<file path="src/rtl/tx_frame_pkg.sv">
// Shared state encoding and default parameters for the modulator frame sequencer.
package tx_frame_pkg;

    typedef enum logic [2:0] {
        StIdle,
        StPre,
        StSync,
        StLen,
        StData,
        StEnd
    } state_e;

    localparam int unsigned DefTimesSlow = 16;
    localparam int unsigned DefPreLen    = 8;
    localparam logic [7:0]  DefSyncWord  = 8'hD3;

endpackage

</file>
<file path="src/rtl/symbol_clk_div.sv">
// Free-running symbol clock divider: 50% duty clk_slow plus single-cycle edge ticks
// that mark the clk_fast cycle in which clk_slow is driven low or high.
module symbol_clk_div
    import tx_frame_pkg::*;
#(
    parameter int unsigned TIMES_SLOW = DefTimesSlow
) (
    input  logic clk_fast,
    input  logic rst,
    output logic clk_slow,
    output logic fall_tick,
    output logic rise_tick
);

    localparam int unsigned Half = TIMES_SLOW / 2;
    localparam int unsigned CntW = (Half > 1) ? $clog2(Half) : 1;
    localparam logic [CntW-1:0] CntMax = CntW'(Half - 1);

    logic [CntW-1:0] cnt_q, cnt_d;
    logic            clk_slow_q, clk_slow_d;
    logic            wrap;

    always_comb begin
        wrap       = (cnt_q == CntMax);
        cnt_d      = wrap ? '0 : cnt_q + CntW'(1);
        clk_slow_d = wrap ? ~clk_slow_q : clk_slow_q;
    end

    always_ff @(posedge clk_fast or negedge rst) begin
        if (!rst) begin
            cnt_q      <= '0;
            clk_slow_q <= 1'b0;
        end else begin
            cnt_q      <= cnt_d;
            clk_slow_q <= clk_slow_d;
        end
    end

    assign clk_slow  = clk_slow_q;
    assign fall_tick = wrap && clk_slow_q;
    assign rise_tick = wrap && !clk_slow_q;

endmodule

</file>
<file path="src/rtl/tx_frame_ctrl.sv">
// Frame sequencer for the BPSK/ASK modulator: preamble, sync word, length byte and
// payload bytes serialised MSB first, one symbol per clk_slow period.
module tx_frame_ctrl
    import tx_frame_pkg::*;
#(
    parameter int unsigned TIMES_SLOW = DefTimesSlow,
    parameter int unsigned PRE_LEN    = DefPreLen,
    parameter logic [7:0]  SYNC_WORD  = DefSyncWord
) (
    input  logic       clk_fast,
    input  logic       rst,
    input  logic       start,
    input  logic [7:0] len,
    input  logic [7:0] byte_in,
    input  logic       byte_valid,
    output logic       byte_ready,
    output logic       clk_slow,
    output logic       mod_valid,
    output logic       mod_bit,
    output logic       busy,
    output logic       done,
    output logic       err_underrun
);

    localparam logic [7:0] PreLen = 8'(PRE_LEN);

    state_e     state_q, state_d;
    logic       armed_q, armed_d;
    logic [7:0] len_q, len_d;
    logic [7:0] pre_cnt_q, pre_cnt_d;
    logic [2:0] bit_cnt_q, bit_cnt_d;
    logic [7:0] sh_q, sh_d;
    logic [7:0] hold_q, hold_d;
    logic       hold_full_q, hold_full_d;
    logic [7:0] fetched_q, fetched_d;
    logic [7:0] sent_q, sent_d;
    logic       mod_valid_q, mod_valid_d;
    logic       mod_bit_q, mod_bit_d;
    logic       err_q, err_d;

    logic       fall_tick, rise_tick, unused_rise_tick;
    logic       xfer, byte_avail;
    logic [7:0] byte_src;

    symbol_clk_div #(
        .TIMES_SLOW(TIMES_SLOW)
    ) u_div (
        .clk_fast (clk_fast),
        .rst      (rst),
        .clk_slow (clk_slow),
        .fall_tick(fall_tick),
        .rise_tick(rise_tick)
    );

    assign unused_rise_tick = rise_tick;

    assign byte_ready = ((state_q == StLen) || (state_q == StData)) && !hold_full_q
                        && (fetched_q < len_q);
    assign xfer       = byte_valid && byte_ready;
    // A byte arriving on the boundary cycle bypasses the holding register.
    assign byte_src   = hold_full_q ? hold_q : byte_in;
    assign byte_avail = hold_full_q || xfer;

    always_comb begin
        state_d     = state_q;
        armed_d     = armed_q;
        len_d       = len_q;
        pre_cnt_d   = pre_cnt_q;
        bit_cnt_d   = bit_cnt_q;
        sh_d        = sh_q;
        hold_d      = hold_q;
        hold_full_d = hold_full_q;
        fetched_d   = fetched_q;
        sent_d      = sent_q;
        mod_valid_d = mod_valid_q;
        mod_bit_d   = mod_bit_q;
        err_d       = 1'b0;

        if (xfer) begin
            hold_d      = byte_in;
            hold_full_d = 1'b1;
            fetched_d   = fetched_q + 8'd1;
        end

        unique case (state_q)
            StIdle: begin
                if (!armed_q && start) begin
                    armed_d = 1'b1;
                    len_d   = len;
                end else if (armed_q && fall_tick) begin
                    armed_d     = 1'b0;
                    state_d     = StPre;
                    pre_cnt_d   = 8'd1;
                    mod_valid_d = 1'b1;
                    mod_bit_d   = 1'b1;
                    fetched_d   = '0;
                    sent_d      = '0;
                    hold_full_d = 1'b0;
                end
            end
            StPre: begin
                if (fall_tick) begin
                    if (pre_cnt_q == PreLen) begin
                        state_d   = StSync;
                        sh_d      = SYNC_WORD;
                        mod_bit_d = SYNC_WORD[7];
                        bit_cnt_d = '0;
                    end else begin
                        // Even symbol indices carry 1.
                        mod_bit_d = ~pre_cnt_q[0];
                        pre_cnt_d = pre_cnt_q + 8'd1;
                    end
                end
            end
            StSync, StLen, StData: begin
                if (fall_tick) begin
                    if (bit_cnt_q != 3'd7) begin
                        sh_d      = {sh_q[6:0], 1'b0};
                        mod_bit_d = sh_q[6];
                        bit_cnt_d = bit_cnt_q + 3'd1;
                    end else if (state_q == StSync) begin
                        state_d   = StLen;
                        sh_d      = len_q;
                        mod_bit_d = len_q[7];
                        bit_cnt_d = '0;
                    end else if (sent_q == len_q) begin
                        state_d     = StEnd;
                        mod_valid_d = 1'b0;
                        mod_bit_d   = 1'b0;
                    end else if (byte_avail) begin
                        state_d     = StData;
                        sh_d        = byte_src;
                        mod_bit_d   = byte_src[7];
                        bit_cnt_d   = '0;
                        sent_d      = sent_q + 8'd1;
                        hold_full_d = 1'b0;
                    end else begin
                        state_d     = StIdle;
                        mod_valid_d = 1'b0;
                        mod_bit_d   = 1'b0;
                        err_d       = 1'b1;
                    end
                end
            end
            StEnd: begin
                state_d = StIdle;
            end
            default: begin
                state_d = StIdle;
            end
        endcase
    end

    always_ff @(posedge clk_fast or negedge rst) begin
        if (!rst) begin
            state_q     <= StIdle;
            armed_q     <= 1'b0;
            len_q       <= '0;
            pre_cnt_q   <= '0;
            bit_cnt_q   <= '0;
            sh_q        <= '0;
            hold_q      <= '0;
            hold_full_q <= 1'b0;
            fetched_q   <= '0;
            sent_q      <= '0;
            mod_valid_q <= 1'b0;
            mod_bit_q   <= 1'b0;
            err_q       <= 1'b0;
        end else begin
            state_q     <= state_d;
            armed_q     <= armed_d;
            len_q       <= len_d;
            pre_cnt_q   <= pre_cnt_d;
            bit_cnt_q   <= bit_cnt_d;
            sh_q        <= sh_d;
            hold_q      <= hold_d;
            hold_full_q <= hold_full_d;
            fetched_q   <= fetched_d;
            sent_q      <= sent_d;
            mod_valid_q <= mod_valid_d;
            mod_bit_q   <= mod_bit_d;
            err_q       <= err_d;
        end
    end

    assign mod_valid    = mod_valid_q;
    assign mod_bit      = mod_bit_q;
    assign busy         = (state_q != StIdle) || armed_q;
    assign done         = (state_q == StEnd);
    assign err_underrun = err_q;

endmodule

</file>
<file path="config.mk">
export PLATFORM = sky130hd
export DESIGN_NAME = tx_frame_ctrl
export DESIGN_NICKNAME = d
export VERILOG_FILES = /design/src/rtl/tx_frame_pkg.sv /design/src/rtl/symbol_clk_div.sv /design/src/rtl/tx_frame_ctrl.sv
export SDC_FILE = /design/constraint.sdc
export NUM_CORES = 1
export LEC_CHECK = 0
export BUFFER_PORTS_ARGS = -buffer_cell sky130_fd_sc_hd__buf_2
export CAP_MARGIN = 15
export CORE_MARGIN = 5
export CORE_UTILIZATION = 35
export DETAILED_ROUTE_END_ITERATION = 10
export GPL_ROUTABILITY_DRIVEN = 0
export PLACE_DENSITY = 0.54
export REMOVE_ABC_BUFFERS = 1
export SLEW_MARGIN = 0
export SYNTH_ARGS = -nofsm -noshare
export SYNTH_HDL_FRONTEND = slang
export SYNTH_HIERARCHICAL = 1
export SYNTH_SLANG_ARGS = --single-unit
</file>
<file path="constraint.sdc">
create_clock -name clk_fast -period 4.8 [get_ports clk_fast]
set_input_delay 1.2 -clock clk_fast [delete_from_list [all_inputs] [get_ports clk_fast]]
set_output_delay 1.2 -clock clk_fast [all_outputs]
set_load 0.05 [all_outputs]
</file>
# Yosys cells after proc, flatten, opt, wreduce, memory -nomap -nowiden
# Cells that the tools add are included.
[totals]
regBits = 62
inputBits = 20
output_inout_bits = 7
word_cells = 150
[op_classes]
addsub = 5
order_cmp = 1
n_eq_ne = 22
muxes = 78
bitwise_logic = 2
reduce_logical = 27
[ops]
columns = ["operator", "count"]
rows = [
  ["two-way mux 8 bit", 16],
  ["two-way mux 3 bit", 17],
  ["two-way mux 7 bit", 7],
  ["case mux 8 bit (2 select lines)", 2],
  ["two-way mux 1 bit", 30],
  ["adder 8 x 1 -> 8 bit, second input constant", 3],
  ["!= test 2 bit, second input constant", 10],
  ["case mux 7 bit (2 select lines)", 1],
  ["AND reduction 6 bit", 2],
  ["AND reduction 5 bit", 2],
  ["== test 3 bit, second input constant", 3],
  ["case mux 3 bit (3 select lines)", 1],
  ["== test 8 x 4 -> 1 bit, second input constant", 1],
  ["== test 8 bit", 1],
  ["less-than comparator 8 bit", 1],
  ["!= test 4 bit, second input constant", 2],
  ["AND reduction 8 bit", 1],
  ["nonzero test 2 bit", 4],
  ["AND reduction 7 bit", 1],
  ["adder 3 x 1 -> 3 bit, second input constant", 2],
  ["== test 3 x 2 -> 1 bit, second input constant", 2],
  ["logical AND 1 bit", 6],
  ["!= test 3 bit, second input constant", 2],
  ["case mux 3 bit (2 select lines)", 1],
  ["other kinds (10)", 17],
]

# Longest topological paths before layout
# Gate-level depths: netlist of the first run.
[logic_depth]
ltp_word = 12
mapped_depth = 10

# Hierarchy
# The synthesis of the first run kept the hierarchy.
[by_module_without_submodules]
columns = ["module", "n_inst", "cells_per_inst", "area_per_inst_um2"]
rows = [
  ["tx_frame_ctrl", 1, 335, 3333.2],
  ["symbol_clk_div", 1, 10, 153.9],
]

# Worst setup path before layout of the first run
# No wires, ideal clock.
[synth_path]
path_type = "register to output"
startpoint = "register len_q[1]"
endpoint = "output byte_ready"
arrival_time_ns = 1.478
required_ns = 3.600
slack_ns = 2.122
stages_incl_launch_ff = 6
cell_sequence = "dfrtp_1 > inv_1 > ha_1 > a2111oi_0 > o211a_1 > buf_4"
[synth_between]
elab_chain_len = 2
[synth_rtl]
columns = ["element", "line_no", "source"]
rows = [
  ["from (decl)", "tx_frame_ctrl.sv:29", "logic [7:0] len_q, len_d;"],
  ["from (signal assigned)", "tx_frame_ctrl.sv:172", "len_q <= len_d;"],
  ["less-than comparator 8 bit", "tx_frame_ctrl.sv:58", "&& (fetched_q < len_q);"],
  ["logical AND 1 bit", "tx_frame_ctrl.sv:58", ""],
  ["to (decl)", "tx_frame_ctrl.sv:16", "output logic byte_ready,"],
]
# Every way passes these cells.

# Worst setup path in the final report of the first run
[layout_path]
startpoint = "register state_q[2]"
endpoint = "output byte_ready"
[layout_between]
elab_chain_len = 4
word_cells_on_any_way = 5
[layout_rtl]
columns = ["element", "line_no", "source"]
rows = [
  ["from (decl)", "tx_frame_ctrl.sv:27", "state_e state_q, state_d;"],
  ["from (signal assigned)", "tx_frame_ctrl.sv:156", "state_q <= StIdle;"],
  ["from (signal assigned)", "tx_frame_ctrl.sv:170", "state_q <= state_d;"],
  ["== test 3 x 2 -> 1 bit or == test 3 bit (tied branches)", "tx_frame_ctrl.sv:57", "assign byte_ready = ((state_q == StLen) || (state_q == StData)) && !hold_full_q"],
  ["logical OR 1 bit *", "tx_frame_ctrl.sv:57", ""],
  ["logical AND 1 bit *", "tx_frame_ctrl.sv:57", ""],
  ["logical AND 1 bit *", "tx_frame_ctrl.sv:58", ""],
]
# Mark *: on every way between the ends. The rest lies on a longest branch, timed or not.

==> metrics.txt, run 1 <==
# TYPE chip_impl_metric gauge
chip_impl_metric{name="fillCellCount",unit=""} 1007
chip_impl_metric{name="maxSlewViolCount",unit=""} 0
chip_impl_metric{name="clk-insertion-delay-late",unit="ns"} 0.34
chip_impl_metric{name="placementRows",unit=""} 36
chip_impl_metric{name="post_synthesis_instance_area",unit="mm²"} 0.003478
chip_impl_metric{name="antenna_violations_before_repair",unit=""} 0
chip_impl_metric{name="peakVddDrop",unit="µV"} 170.7
chip_impl_metric{name="ant_nets",unit=""} 0
chip_impl_metric{name="numClockSinks",unit=""} 62
chip_impl_metric{name="detail_routed_via_count_per_cell",unit=""} 5.159
chip_impl_metric{name="power_per_cell_area",unit="mW/mm²"} 262.0
chip_impl_metric{name="period_needed",unit="ns"} 3.543
chip_impl_info{name="ctsRootBufferMaster",value="sky130_fd_sc_hd__clkbuf_8"} 1
chip_impl_info{name="outcome",value="finished, final reports clean"} 1
chip_impl_info{name="critical_path_class",value="reg -> out"} 1
chip_impl_metric{name="design.final.nets",unit=""} 402
chip_impl_metric{name="yosysWarningCount",unit=""} 6
chip_impl_metric{name="holdBufCountCts",unit=""} 0
chip_impl_metric{name="die_height",unit="µm"} 109.7
chip_impl_metric{name="slew-limit-headroom",unit=""} 0.2650
chip_impl_metric{name="worst-endpoint-required",unit="ns"} 3.60
chip_impl_metric{name="worst_pin_slew",unit="ns"} 1.097
chip_impl_metric{name="grt_pass1_vias",unit=""} 2692
chip_impl_metric{name="final_hold_viol_count",unit=""} 0
chip_impl_metric{name="max-cap-violations",unit=""} 0
chip_impl_metric{name="numCtsBuffers",unit=""} 9
chip_impl_metric{name="timing_limited_maximum_frequency",unit="MHz"} 282.2
chip_impl_info{name="cp-start-kind",value="flop"} 1
chip_impl_metric{name="drtIter0Drc",unit=""} 125
chip_impl_metric{name="detailedRoute.firstPassIterationCount",unit=""} 4
chip_impl_metric{name="grt_pass1_wl",unit="µm"} 13610
chip_impl_metric{name="final.setup_skew",unit="ns"} 0.006188
chip_impl_metric{name="post_cts.resized_instances",unit=""} 0
chip_impl_metric{name="antennaDiodeCount",unit=""} 0
chip_impl_info{name="grt_setup_unrepaired",value="false"} 1
chip_impl_metric{name="wirelength",unit="µm"} 7927
chip_impl_metric{name="cpPeakStageDelay",unit="ns"} 0.56
chip_impl_metric{name="core_area",unit="mm²"} 0.009729
chip_impl_info{name="endpoint_kind",value="primary output"} 1
chip_impl_metric{name="grt_start_max_net_pins",unit=""} 43
chip_impl_metric{name="number_of_top_level_pins",unit=""} 27
chip_impl_metric{name="htreeDepth",unit=""} 3
chip_impl_metric{name="flow.area_growth_from_synthesis",unit="%"} 13.09
chip_impl_metric{name="highest_net_fanout_along_the_worst_path",unit=""} 15
chip_impl_metric{name="hold_slack",unit="ns"} 0.4487
chip_impl_info{name="timing.critical_path.cells",value="or3b_4, a22oi_1, o211a_1, buf_2"} 1
chip_impl_metric{name="power.static_leakage",unit="nW"} 1.783
chip_impl_metric{name="netlist_instances",unit=""} 344
chip_impl_info{name="min-delay-path-class",value="reg -> reg"} 1
chip_impl_metric{name="die_x",unit="µm"} 109.7
chip_impl_metric{name="place_hpwl",unit="µm"} 5730
chip_impl_metric{name="drcViolationCount",unit=""} 0
chip_impl_metric{name="globalRoute.totalOverflow",unit=""} 0
chip_impl_metric{name="gr-usage-all-layers",unit=""} 0.1471
chip_impl_info{name="tritoncts",value="yes"} 1
chip_impl_metric{name="cts.path.max_buffers",unit=""} 2
chip_impl_metric{name="timing.final.crit_share",unit=""} 0.7382
chip_impl_metric{name="avgRoutedWirePerCell",unit="µm"} 15.73
chip_impl_metric{name="io_buffer_count",unit=""} 26
chip_impl_metric{name="worstPathArrival",unit="ns"} 2.34
chip_impl_metric{name="syn-mean-instance-area",unit="µm²"} 10.11
chip_impl_metric{name="cts_clk_pin_slew_worst_paths",unit="ns"} 0.07
chip_impl_metric{name="vias",unit=""} 2600
chip_impl_metric{name="postCtsSetupBuffers",unit=""} 0
chip_impl_metric{name="final_layout_size_suffix_gt1_frac",unit=""} 0.2102
chip_impl_metric{name="setup_viol_count_final",unit=""} 0
chip_impl_metric{name="die_area",unit="mm²"} 0.01203
chip_impl_metric{name="fin_setup_tns",unit="ns"} 0
chip_impl_metric{name="initial_cell_density_of_the_core",unit=""} 0.3575
chip_impl_info{name="slowest_stage",value="sky130_fd_sc_hd__dfrtp_1"} 1
==> cell type report <==
class                   count  area (µm²)  area share
flip-flops and latches     62        1551      0.3944
clock inverters             3       42.54     0.01081
well taps                 133       166.4     0.04230
inverters                  13       48.80     0.01240
multi-input cells         251        1799      0.4574
clock buffers              12       165.2     0.04198
repair buffers             30       160.2     0.04071
==> path summary, 6_finish.rpt <==
path / cells past startpoint / from / endpoint / slack, ns
max in group asynchronous: 2 / rst / sent_q[0]$_DFFE_PN0P_ / 2.91
worst max register to register: 6 / state_q[2]$_DFFE_PN0P_ / sh_q[4]$_DFFE_PN0P_ / 2.08
min in group asynchronous: 1 / rst / sh_q[4]$_DFFE_PN0P_ / 1.01
worst min-delay path: 1 / u_div/cnt_q[0]$_DFF_PN0_ / u_div/cnt_q[0]$_DFF_PN0_ / 0.45
worst min register to register: 1 / u_div/cnt_q[0]$_DFF_PN0_ / u_div/cnt_q[0]$_DFF_PN0_ / 0.45
worst max-delay path: 4 / state_q[2]$_DFFE_PN0P_ / byte_ready / 1.26
==> critical path: cells and delay by family (launching register included) <==
kind,cells,cell delay (ns)
compound gates,2,0.64
flops,1,0.56
simple gates,1,0.46
buf+inv,1,0.35
==> registers in the layout (all words and copies together), names as in the netlist, 3 cells and up <==
signal,cells
fetched_q,8
pre_cnt_q,8
sent_q,8
hold_q,8
state_q,3
len_q,8
sh_q,7
u_div/cnt_q,3
bit_cnt_q,3
==> per-layer routing <==
layer | GRT usage | part of all wire | wire length (µm)
met5 | 0 | 0 | 0
met4 | 0.06144 | 0.020 | 158
met3 | 0.02701 | 0.033 | 262
met2 | 0.2402 | 0.48 | 3811
met1 | 0.1916 | 0.47 | 3696
==> cells in the final DEF (no fill, tap or decap), types with 2 or more instances in the layout <==
cell and instances:
sky130_fd_sc_hd__a22oi_1 2, sky130_fd_sc_hd__a31o_2 2, sky130_fd_sc_hd__o31ai_1 8, sky130_fd_sc_hd__xor2_1 12, sky130_fd_sc_hd__nor3_1 5, sky130_fd_sc_hd__clkbuf_8 12, sky130_fd_sc_hd__nand4_1 10, sky130_fd_sc_hd__mux2_2 22
sky130_fd_sc_hd__a21o_1 4, sky130_fd_sc_hd__or2_2 2, sky130_fd_sc_hd__a21oi_1 12, sky130_fd_sc_hd__nand3b_1 2, sky130_fd_sc_hd__buf_4 4, sky130_fd_sc_hd__ha_1 15, sky130_fd_sc_hd__nor2_1 24, sky130_fd_sc_hd__dfrtp_1 62
sky130_fd_sc_hd__o211ai_1 3, sky130_fd_sc_hd__and4_1 3, sky130_fd_sc_hd__nor3b_1 2, sky130_fd_sc_hd__a31oi_1 2, sky130_fd_sc_hd__o21ai_0 19, sky130_fd_sc_hd__nand2_1 29, sky130_fd_sc_hd__and2_1 3, sky130_fd_sc_hd__inv_1 13
sky130_fd_sc_hd__nand3_1 10, sky130_fd_sc_hd__or4_1 6, sky130_fd_sc_hd__xnor2_1 8, sky130_fd_sc_hd__o21a_1 2, sky130_fd_sc_hd__a21oi_4 2, sky130_fd_sc_hd__nand2b_1 5, sky130_fd_sc_hd__mux2i_1 14, sky130_fd_sc_hd__a211oi_1 2
sky130_fd_sc_hd__and3_1 7, sky130_fd_sc_hd__buf_2 26
==> power breakdown <==
group	total, mW	leakage (nW)	switching [mW]	internal, mW
clock	0.481	0.104	0.202	0.279
sequential	0.522	0.816	0	0.522
combinational	0.0274	0.863	0.0185	0.00889
==> metrics by stage <==
stage                 util  instance area, µm²  setup WS [ns]  std cells  power [mW]
floorplan                -                3400          1.902        326      0.5370
global placement    0.3830                3726          1.684        489      0.5606
detailed placement  0.3830                3726          1.639        489      0.5609
CTS                 0.4043                3934          1.256        504       1.047
global route        0.4043                3934          1.003        504       1.070
finish              0.4043                3934          1.257        504       1.031
No activity file was read; power rests on OpenSTA's default activity.
==> run 2, diff against run 1 <==
--- a/config.mk
+++ b/config.mk
@@ -5,13 +5,14 @@
 export SDC_FILE = /design/constraint.sdc
 export NUM_CORES = 1
 export LEC_CHECK = 0
+export ABC_AREA = 1
 export BUFFER_PORTS_ARGS = -buffer_cell sky130_fd_sc_hd__buf_2
 export CAP_MARGIN = 15
 export CORE_MARGIN = 5
 export CORE_UTILIZATION = 35
 export DETAILED_ROUTE_END_ITERATION = 10
 export GPL_ROUTABILITY_DRIVEN = 0
-export PLACE_DENSITY = 0.54
+export PLACE_DENSITY = 0.56
 export REMOVE_ABC_BUFFERS = 1
 export SLEW_MARGIN = 0
 export SYNTH_ARGS = -nofsm -noshare
==> constraint.sdc (replaced) <==
create_clock -name clk_fast -period 3 [get_ports clk_fast]
set_input_delay 0.75 -clock clk_fast [delete_from_list [all_inputs] [get_ports clk_fast]]
set_output_delay 0.75 -clock clk_fast [all_outputs]
set_load 0.05 [all_outputs]
==> run 2 against run 1 <==
Compared with the run above: cell count rose by 26%; highest routed layer unchanged; final area rose by 5.0%; global-route usage fell by 0.091 points.
==> metrics.txt, run 2 <==
# TYPE chip_impl_metric gauge
chip_impl_info{name="outcome",value="finished, final reports clean"} 1
chip_impl_metric{name="postCtsSetupBuffers",unit=""} 0
chip_impl_metric{name="placementRows",unit=""} 37
chip_impl_metric{name="final_hold_viol_count",unit=""} 0
chip_impl_metric{name="final_cell_count_no_fill",unit=""} 635
chip_impl_metric{name="post-route-worst-setup-slack",unit="ns"} 0.3366
chip_impl_metric{name="grt_use_met2",unit=""} 0.2352
chip_impl_metric{name="setup_viol_count_final",unit=""} 0
chip_impl_metric{name="syn-mean-instance-area",unit="µm²"} 7.883
chip_impl_metric{name="highest_net_fanout_along_the_worst_path",unit=""} 3
chip_impl_info{name="crit-reg2reg-launch",value="len_q[7]$_DFFE_PN0P_"} 1
chip_impl_metric{name="initial_cell_density_of_the_core",unit=""} 0.3574
chip_impl_metric{name="power.static_leakage",unit="nW"} 2.029
chip_impl_metric{name="vias",unit=""} 3024
chip_impl_metric{name="grt_pass1_vias",unit=""} 3061
chip_impl_metric{name="wirelength",unit="µm"} 8579
chip_impl_info{name="mostFrequentLayoutCell",value="sky130_fd_sc_hd__nand2_1"} 1
chip_impl_info{name="rr_endpoint",value="sh_q[4]$_DFFE_PN0P_"} 1
chip_impl_info{name="grt_setup_unrepaired",value="false"} 1
chip_impl_metric{name="core_area",unit="mm²"} 0.01028
chip_impl_info{name="timing.critical_path.cells",value="inv_1, ha_1, nand2_1, inv_1, nand2_1, nand3_1, nor2_1, and2_1, buf_2"} 1
chip_impl_metric{name="htreeDepth",unit=""} 3
chip_impl_metric{name="flow.area_growth_from_synthesis",unit="%"} 12.43
chip_impl_metric{name="final_layout_size_suffix_gt1_frac",unit=""} 0.1703
chip_impl_metric{name="post_cts.resized_instances",unit=""} 0
chip_impl_metric{name="timing.final.crit_share",unit=""} 0.8878
chip_impl_info{name="endpoint_kind",value="primary output"} 1
chip_impl_metric{name="period_needed",unit="ns"} 2.663
chip_impl_metric{name="worst-endpoint-required",unit="ns"} 2.25
chip_impl_metric{name="gr-usage-all-layers",unit=""} 0.1462
chip_impl_metric{name="reg2reg_setup_slack",unit="ns"} 0.68
chip_impl_metric{name="peakVddDrop",unit="µV"} 164.3
chip_impl_metric{name="dp.cells",unit=""} 619
chip_impl_metric{name="io_buffer_count",unit=""} 26
chip_impl_metric{name="post_synthesis_instance_area",unit="mm²"} 0.003674
chip_impl_info{name="crit_path_start",value="len_q[7]$_DFFE_PN0P_"} 1
chip_impl_metric{name="cts_clk_pin_slew_worst_paths",unit="ns"} 0.09
chip_impl_info{name="cp-endpoint",value="byte_ready"} 1
chip_impl_metric{name="final.setup_skew",unit="ns"} 0.01411
chip_impl_metric{name="timing_limited_maximum_frequency",unit="MHz"} 375.5
chip_impl_metric{name="grt_start_max_net_pins",unit=""} 39
chip_impl_metric{name="max-cap-violations",unit=""} 0
chip_impl_info{name="critical_path_class",value="reg -> out"} 1
chip_impl_metric{name="design.final.nets",unit=""} 529
chip_impl_info{name="tritoncts",value="yes"} 1
chip_impl_metric{name="die_area",unit="mm²"} 0.01265
chip_impl_metric{name="ant_nets",unit=""} 0
chip_impl_metric{name="fin_setup_tns",unit="ns"} 0
chip_impl_metric{name="design_power_total",unit="mW"} 1.951
chip_impl_metric{name="power_per_cell_area",unit="mW/mm²"} 472.3
chip_impl_metric{name="maxSlewViolCount",unit=""} 0
chip_impl_metric{name="detailedRoute.firstPassIterationCount",unit=""} 4
chip_impl_metric{name="yosysWarningCount",unit=""} 6
chip_impl_metric{name="r2r_cells",unit=""} 14
chip_impl_metric{name="number_of_top_level_pins",unit=""} 27
chip_impl_info{name="ctsRootBufferMaster",value="sky130_fd_sc_hd__clkbuf_8"} 1
chip_impl_metric{name="numClockSinks",unit=""} 62
chip_impl_metric{name="holdBufCountCts",unit=""} 0
chip_impl_metric{name="antenna_violations_before_repair",unit=""} 0
chip_impl_metric{name="clk-insertion-delay-late",unit="ns"} 0.36
chip_impl_metric{name="antennaDiodeCount",unit=""} 0
chip_impl_info{name="leading_cell_types_in_the_layout_fill_and_taps_excluded",value="sky130_fd_sc_hd__nand2_1 (129), sky130_fd_sc_hd__dfrtp_1 (62), sky130_fd_sc_hd__inv_1 (44), sky130_fd_sc_hd__nor2_1 (37), sky130_fd_sc_hd__o21ai_0 (28)"} 1
chip_impl_metric{name="drcViolationCount",unit=""} 0
chip_impl_metric{name="worstPathArrival",unit="ns"} 1.91
chip_impl_metric{name="grt_use_met3",unit=""} 0.03612
chip_impl_info{name="min-delay-path-class",value="in -> async"} 1
chip_impl_metric{name="dpl_worst_slack",unit="ns"} 0.6813
chip_impl_metric{name="numCtsBuffers",unit=""} 9
chip_impl_metric{name="grtUsageMet1",unit=""} 0.1868
chip_impl_info{name="slowest_stage",value="sky130_fd_sc_hd__dfrtp_1"} 1
chip_impl_metric{name="grt_pass1_wl",unit="µm"} 14980
chip_impl_metric{name="drtIter0Drc",unit=""} 201
chip_impl_metric{name="avgRoutedWirePerCell",unit="µm"} 13.51
chip_impl_metric{name="die_x",unit="µm"} 112.5
chip_impl_info{name="grt_busiest_layer",value="met2"} 1
chip_impl_metric{name="netlist_instances",unit=""} 466
chip_impl_metric{name="die_height",unit="µm"} 112.5
chip_impl_metric{name="slew-limit-headroom",unit=""} 0.6027
chip_impl_metric{name="worst_pin_slew",unit="ns"} 0.5960
chip_impl_metric{name="globalRoute.totalOverflow",unit=""} 0
chip_impl_info{name="cp-start-kind",value="flop"} 1
chip_impl_metric{name="place_hpwl",unit="µm"} 6456
chip_impl_metric{name="cts.path.max_buffers",unit=""} 2
chip_impl_metric{name="detail_routed_via_count_per_cell",unit=""} 4.762
chip_impl_metric{name="cpPeakStageDelay",unit="ns"} 0.37
## run 2: worst min path at each step
stage                                   startpoint                       end  cells after the start
final                                          rst    state_q[0]$_DFFE_PN0P_                      1
after detailed placement  u_div/cnt_q[0]$_DFF_PN0_  u_div/cnt_q[0]$_DFF_PN0_                      1
after global routing                           rst    state_q[0]$_DFFE_PN0P_                      1
after CTS                                      rst  pre_cnt_q[1]$_DFFE_PN0P_                      1
after floorplan           u_div/cnt_q[0]$_DFF_PN0_  u_div/cnt_q[0]$_DFF_PN0_                      1
after global placement    u_div/cnt_q[0]$_DFF_PN0_  u_div/cnt_q[0]$_DFF_PN0_                      1
## run 2: cell type report
class                      count  area [µm²]
clock inverter                 7       73.82
clock buffer                   9       123.9
tap                          136       170.2
fill                        1066        6147
timing repair buffer          28       157.7
sequential                    62        1551
multi-input combinational    342        1861
inverter                      51       192.7
## run 2: stage by stage
step	hold WS [ns]	instance area, µm²	utilization
final	0.3986	4130	0.4019
after global routing	0.4430	4130	0.4019
after CTS	0.4143	4130	0.4019
after detailed placement	0.4503	3933	0.3826
after global placement	0.4239	3933	0.3826
after floorplan	0.4099	3605	-
## run 2: where the power goes
part / switching (mW) / internal (mW) / leakage, nW
Sequential: 0.0602 / 0.906 / 0.772
Clock: 0.360 / 0.386 / 0.0996
Combinational: 0.145 / 0.0933 / 1.16
## run 2: metal layers
metal	wire length, µm	vias up
met4	192	0
met5	0	-
met2	3981	55
met3	322	13
met1	4082	1398
li1	-	1558
## run 2: worst max-delay path, delay by kind of cell, from the launching register on
kind          cells  cell delay [ns]
fa+ha+maj         1             0.31
buf+inv           3             0.39
flops             1             0.37
simple gates      5             0.52
==> run 3, diff against run 2 <==
--- a/config.mk
+++ b/config.mk
@@ -8,11 +8,10 @@
 export ABC_AREA = 1
 export BUFFER_PORTS_ARGS = -buffer_cell sky130_fd_sc_hd__buf_2
 export CAP_MARGIN = 15
-export CORE_MARGIN = 5
 export CORE_UTILIZATION = 35
 export DETAILED_ROUTE_END_ITERATION = 10
 export GPL_ROUTABILITY_DRIVEN = 0
-export PLACE_DENSITY = 0.56
+export PLACE_DENSITY = 0.54
 export REMOVE_ABC_BUFFERS = 1
 export SLEW_MARGIN = 0
 export SYNTH_ARGS = -nofsm -noshare
==> constraint.sdc (replaced) <==
create_clock -name clk_fast -period 2.7 [get_ports clk_fast]
set_input_delay 0.675 -clock clk_fast [delete_from_list [all_inputs] [get_ports clk_fast]]
set_output_delay 0.675 -clock clk_fast [all_outputs]
set_load 0.05 [all_outputs]
==> run 3 against run 2 <==
Compared with the run above: non-clock buffer count grew 5; register-to-register slack lost 0.32 ns; sequential share of layout area shrank 0.23 points; critical path depth is the same; via count grew 0.60%; routed wire length grew 2.2%; core utilization grew 0.43 points; first-iteration DRC count shrank 16%; combinational power grew 11%; die area shrank 14%; hold slack lost 0.033 ns; critical endpoint unchanged; largest power group unchanged; highest routed layer unchanged.
==> metrics.txt, run 3 (same netlist as run 2, synthesis figures left out) <==
# TYPE chip_impl_metric gauge
chip_impl_metric{name="highest_net_fanout_along_the_worst_path",unit=""} 3
chip_impl_metric{name="maxSlewViolCount",unit=""} 0
chip_impl_info{name="mostFrequentLayoutCell",value="sky130_fd_sc_hd__nand2_1"} 1
chip_impl_metric{name="detailedRoute.firstPassIterationCount",unit=""} 4
chip_impl_metric{name="antenna_violations_before_repair",unit=""} 0
chip_impl_info{name="ctsRootBufferMaster",value="sky130_fd_sc_hd__clkbuf_8"} 1
chip_impl_metric{name="grt_start_max_net_pins",unit=""} 37
chip_impl_metric{name="finish.instance_area",unit="mm²"} 0.004155
chip_impl_metric{name="detailed_place.area",unit="mm²"} 0.003940
chip_impl_metric{name="flow.area_growth_from_synthesis",unit="%"} 13.11
chip_impl_info{name="leading_cell_types_in_the_layout_fill_and_taps_excluded",value="sky130_fd_sc_hd__nand2_1 (129), sky130_fd_sc_hd__dfrtp_1 (62), sky130_fd_sc_hd__inv_1 (44), sky130_fd_sc_hd__nor2_1 (36), sky130_fd_sc_hd__o21ai_0 (28)"} 1
chip_impl_metric{name="vias",unit=""} 3042
chip_impl_metric{name="die_height",unit="µm"} 104.5
chip_impl_metric{name="placementRows",unit=""} 37
chip_impl_metric{name="final_core_util",unit=""} 0.4061
chip_impl_info{name="cp-endpoint",value="byte_ready"} 1
chip_impl_metric{name="die_area",unit="mm²"} 0.01091
chip_impl_info{name="tritoncts",value="yes"} 1
chip_impl_metric{name="initial_cell_density_of_the_core",unit=""} 0.3591
chip_impl_metric{name="fin_setup_tns",unit="ns"} 0
chip_impl_metric{name="design.final.nets",unit=""} 534
chip_impl_metric{name="avgRoutedWirePerCell",unit="µm"} 13.71
chip_impl_metric{name="peakVddDrop",unit="µV"} 198.7
chip_impl_metric{name="cts.path.max_buffers",unit=""} 2
chip_impl_metric{name="final.setup_skew",unit="ns"} 0.006269
chip_impl_info{name="endpoint_kind",value="primary output"} 1
chip_impl_metric{name="period_needed",unit="ns"} 2.575
chip_impl_metric{name="grt_pass1_vias",unit=""} 3026
chip_impl_metric{name="numClockSinks",unit=""} 62
chip_impl_metric{name="antennaDiodeCount",unit=""} 0
chip_impl_info{name="critical_path_class",value="reg -> out"} 1
chip_impl_metric{name="htreeDepth",unit=""} 3
chip_impl_metric{name="cts_clk_pin_slew_worst_paths",unit="ns"} 0.07
chip_impl_info{name="outcome",value="finished, final reports clean"} 1
chip_impl_metric{name="max-cap-violations",unit=""} 0
chip_impl_metric{name="timing.final.crit_share",unit=""} 0.9538
chip_impl_metric{name="hold_slack",unit="ns"} 0.3657
chip_impl_metric{name="wirelength",unit="µm"} 8772
chip_impl_metric{name="worst-endpoint-required",unit="ns"} 2.03
chip_impl_metric{name="power_per_cell_area",unit="mW/mm²"} 504.9
chip_impl_metric{name="numCtsBuffers",unit=""} 9
chip_impl_metric{name="final_cell_count_no_fill",unit=""} 640
chip_impl_metric{name="gr-usage-all-layers",unit=""} 0.1759
chip_impl_metric{name="number_of_top_level_pins",unit=""} 27
chip_impl_metric{name="final_layout_size_suffix_gt1_frac",unit=""} 0.1726
chip_impl_metric{name="io_buffer_count",unit=""} 26
chip_impl_metric{name="core_area",unit="mm²"} 0.01023
chip_impl_info{name="grt_setup_unrepaired",value="false"} 1
chip_impl_info{name="rr_endpoint",value="sh_q[3]$_DFFE_PN0P_"} 1
chip_impl_metric{name="ant_nets",unit=""} 0
chip_impl_info{name="cp-start-kind",value="flop"} 1
chip_impl_metric{name="reg2reg_setup_slack",unit="ns"} 0.36
chip_impl_metric{name="drtIter0Drc",unit=""} 169
chip_impl_info{name="min-delay-path-class",value="in -> async"} 1
chip_impl_metric{name="setup_viol_count_final",unit=""} 0
chip_impl_metric{name="slew-limit-headroom",unit=""} 0.5557
chip_impl_metric{name="die_x",unit="µm"} 104.5
chip_impl_metric{name="dp.cells",unit=""} 620
chip_impl_metric{name="post-route-worst-setup-slack",unit="ns"} 0.1247
chip_impl_metric{name="holdBufCountCts",unit=""} 0
chip_impl_metric{name="total_area_of_multi_input_combinational_cells",unit="mm²"} 0.001863
chip_impl_metric{name="cpPeakStageDelay",unit="ns"} 0.37
chip_impl_metric{name="clk-insertion-delay-late",unit="ns"} 0.34
chip_impl_info{name="crit-reg2reg-launch",value="len_q[7]$_DFFE_PN0P_"} 1
chip_impl_info{name="timing.critical_path.cells",value="inv_1, ha_1, nand2_1, inv_1, nand2_1, nand3_1, nor2_2, and2_1, buf_4"} 1
chip_impl_metric{name="final_hold_viol_count",unit=""} 0
chip_impl_metric{name="seq_area",unit="mm²"} 0.001551
chip_impl_info{name="crit_path_start",value="len_q[7]$_DFFE_PN0P_"} 1
chip_impl_metric{name="design_power_total",unit="mW"} 2.098
chip_impl_metric{name="fillCellCount",unit=""} 1085
chip_impl_metric{name="place_hpwl",unit="µm"} 6605
chip_impl_metric{name="grt_pass1_wl",unit="µm"} 14950
chip_impl_metric{name="dpl_worst_slack",unit="ns"} 0.2941
chip_impl_metric{name="drcViolationCount",unit=""} 0
chip_impl_metric{name="globalRoute.totalOverflow",unit=""} 0
chip_impl_metric{name="worst_pin_slew",unit="ns"} 0.6665
chip_impl_metric{name="worstPathArrival",unit="ns"} 1.90
chip_impl_metric{name="power.static_leakage",unit="nW"} 2.043
chip_impl_metric{name="timing_limited_maximum_frequency",unit="MHz"} 388.3
chip_impl_metric{name="r2r_cells",unit=""} 14
chip_impl_info{name="slowest_stage",value="sky130_fd_sc_hd__dfrtp_1"} 1
chip_impl_metric{name="detail_routed_via_count_per_cell",unit=""} 4.753
run 3: where the power goes:
| part | switching [mW] | internal (mW) | leakage [nW] |
|---|---|---|---|
| sequential | 0.0662 | 1.01 | 0.772 |
| clock | 0.349 | 0.411 | 0.0910 |
| combinational | 0.160 | 0.105 | 1.18 |
run 3: layer usage:
metal  GRT usage  vias to the layer above  part of all wire
met3     0.03571                       10             0.036
met1      0.2443                     1425              0.51
li1            -                     1563                 -
met4     0.06735                        0             0.015
met5           0                        -                 0
met2      0.2677                       44              0.44
run 3: how the worst min path moves through the flow:
stage	start	to	slack, ns	cells after the start
2_1_floorplan	rst	armed_q$_DFFE_PN0P_	0.38	0
3_3_place_gp	u_div/cnt_q[0]$_DFF_PN0_	u_div/cnt_q[0]$_DFF_PN0_	0.42	1
3_5_place_dp	u_div/cnt_q[0]$_DFF_PN0_	u_div/cnt_q[0]$_DFF_PN0_	0.43	1
4_1_cts	rst	fetched_q[2]$_DFF_PN0_	0.38	1
5_1_grt	rst	hold_q[0]$_DFFE_PN0N_	0.41	1
6_report	rst	hold_q[0]$_DFFE_PN0N_	0.37	1
run 3: worst max-delay path, delay by kind of cell, from the launching register on:
| family | cells | cell delay, ns |
|---|---|---|
| DFF | 1 | 0.37 |
| buffers and inverters | 3 | 0.34 |
| and+or+nand+nor | 5 | 0.53 |
| adders and majority gates | 1 | 0.31 |
run 3: timing repair:
item	in CTS	in global routing
setup buffers	0	4
setup endpoints to repair	0	1
resized for setup	0	3
run 3: cell type report:
class	instances	share of cell area
repair buffers	33	0.04758
flip-flops and latches	62	0.3734
multi-input cells	342	0.4484
clock buffers	16	0.04336
well taps	136	0.04095
inverters	51	0.04637
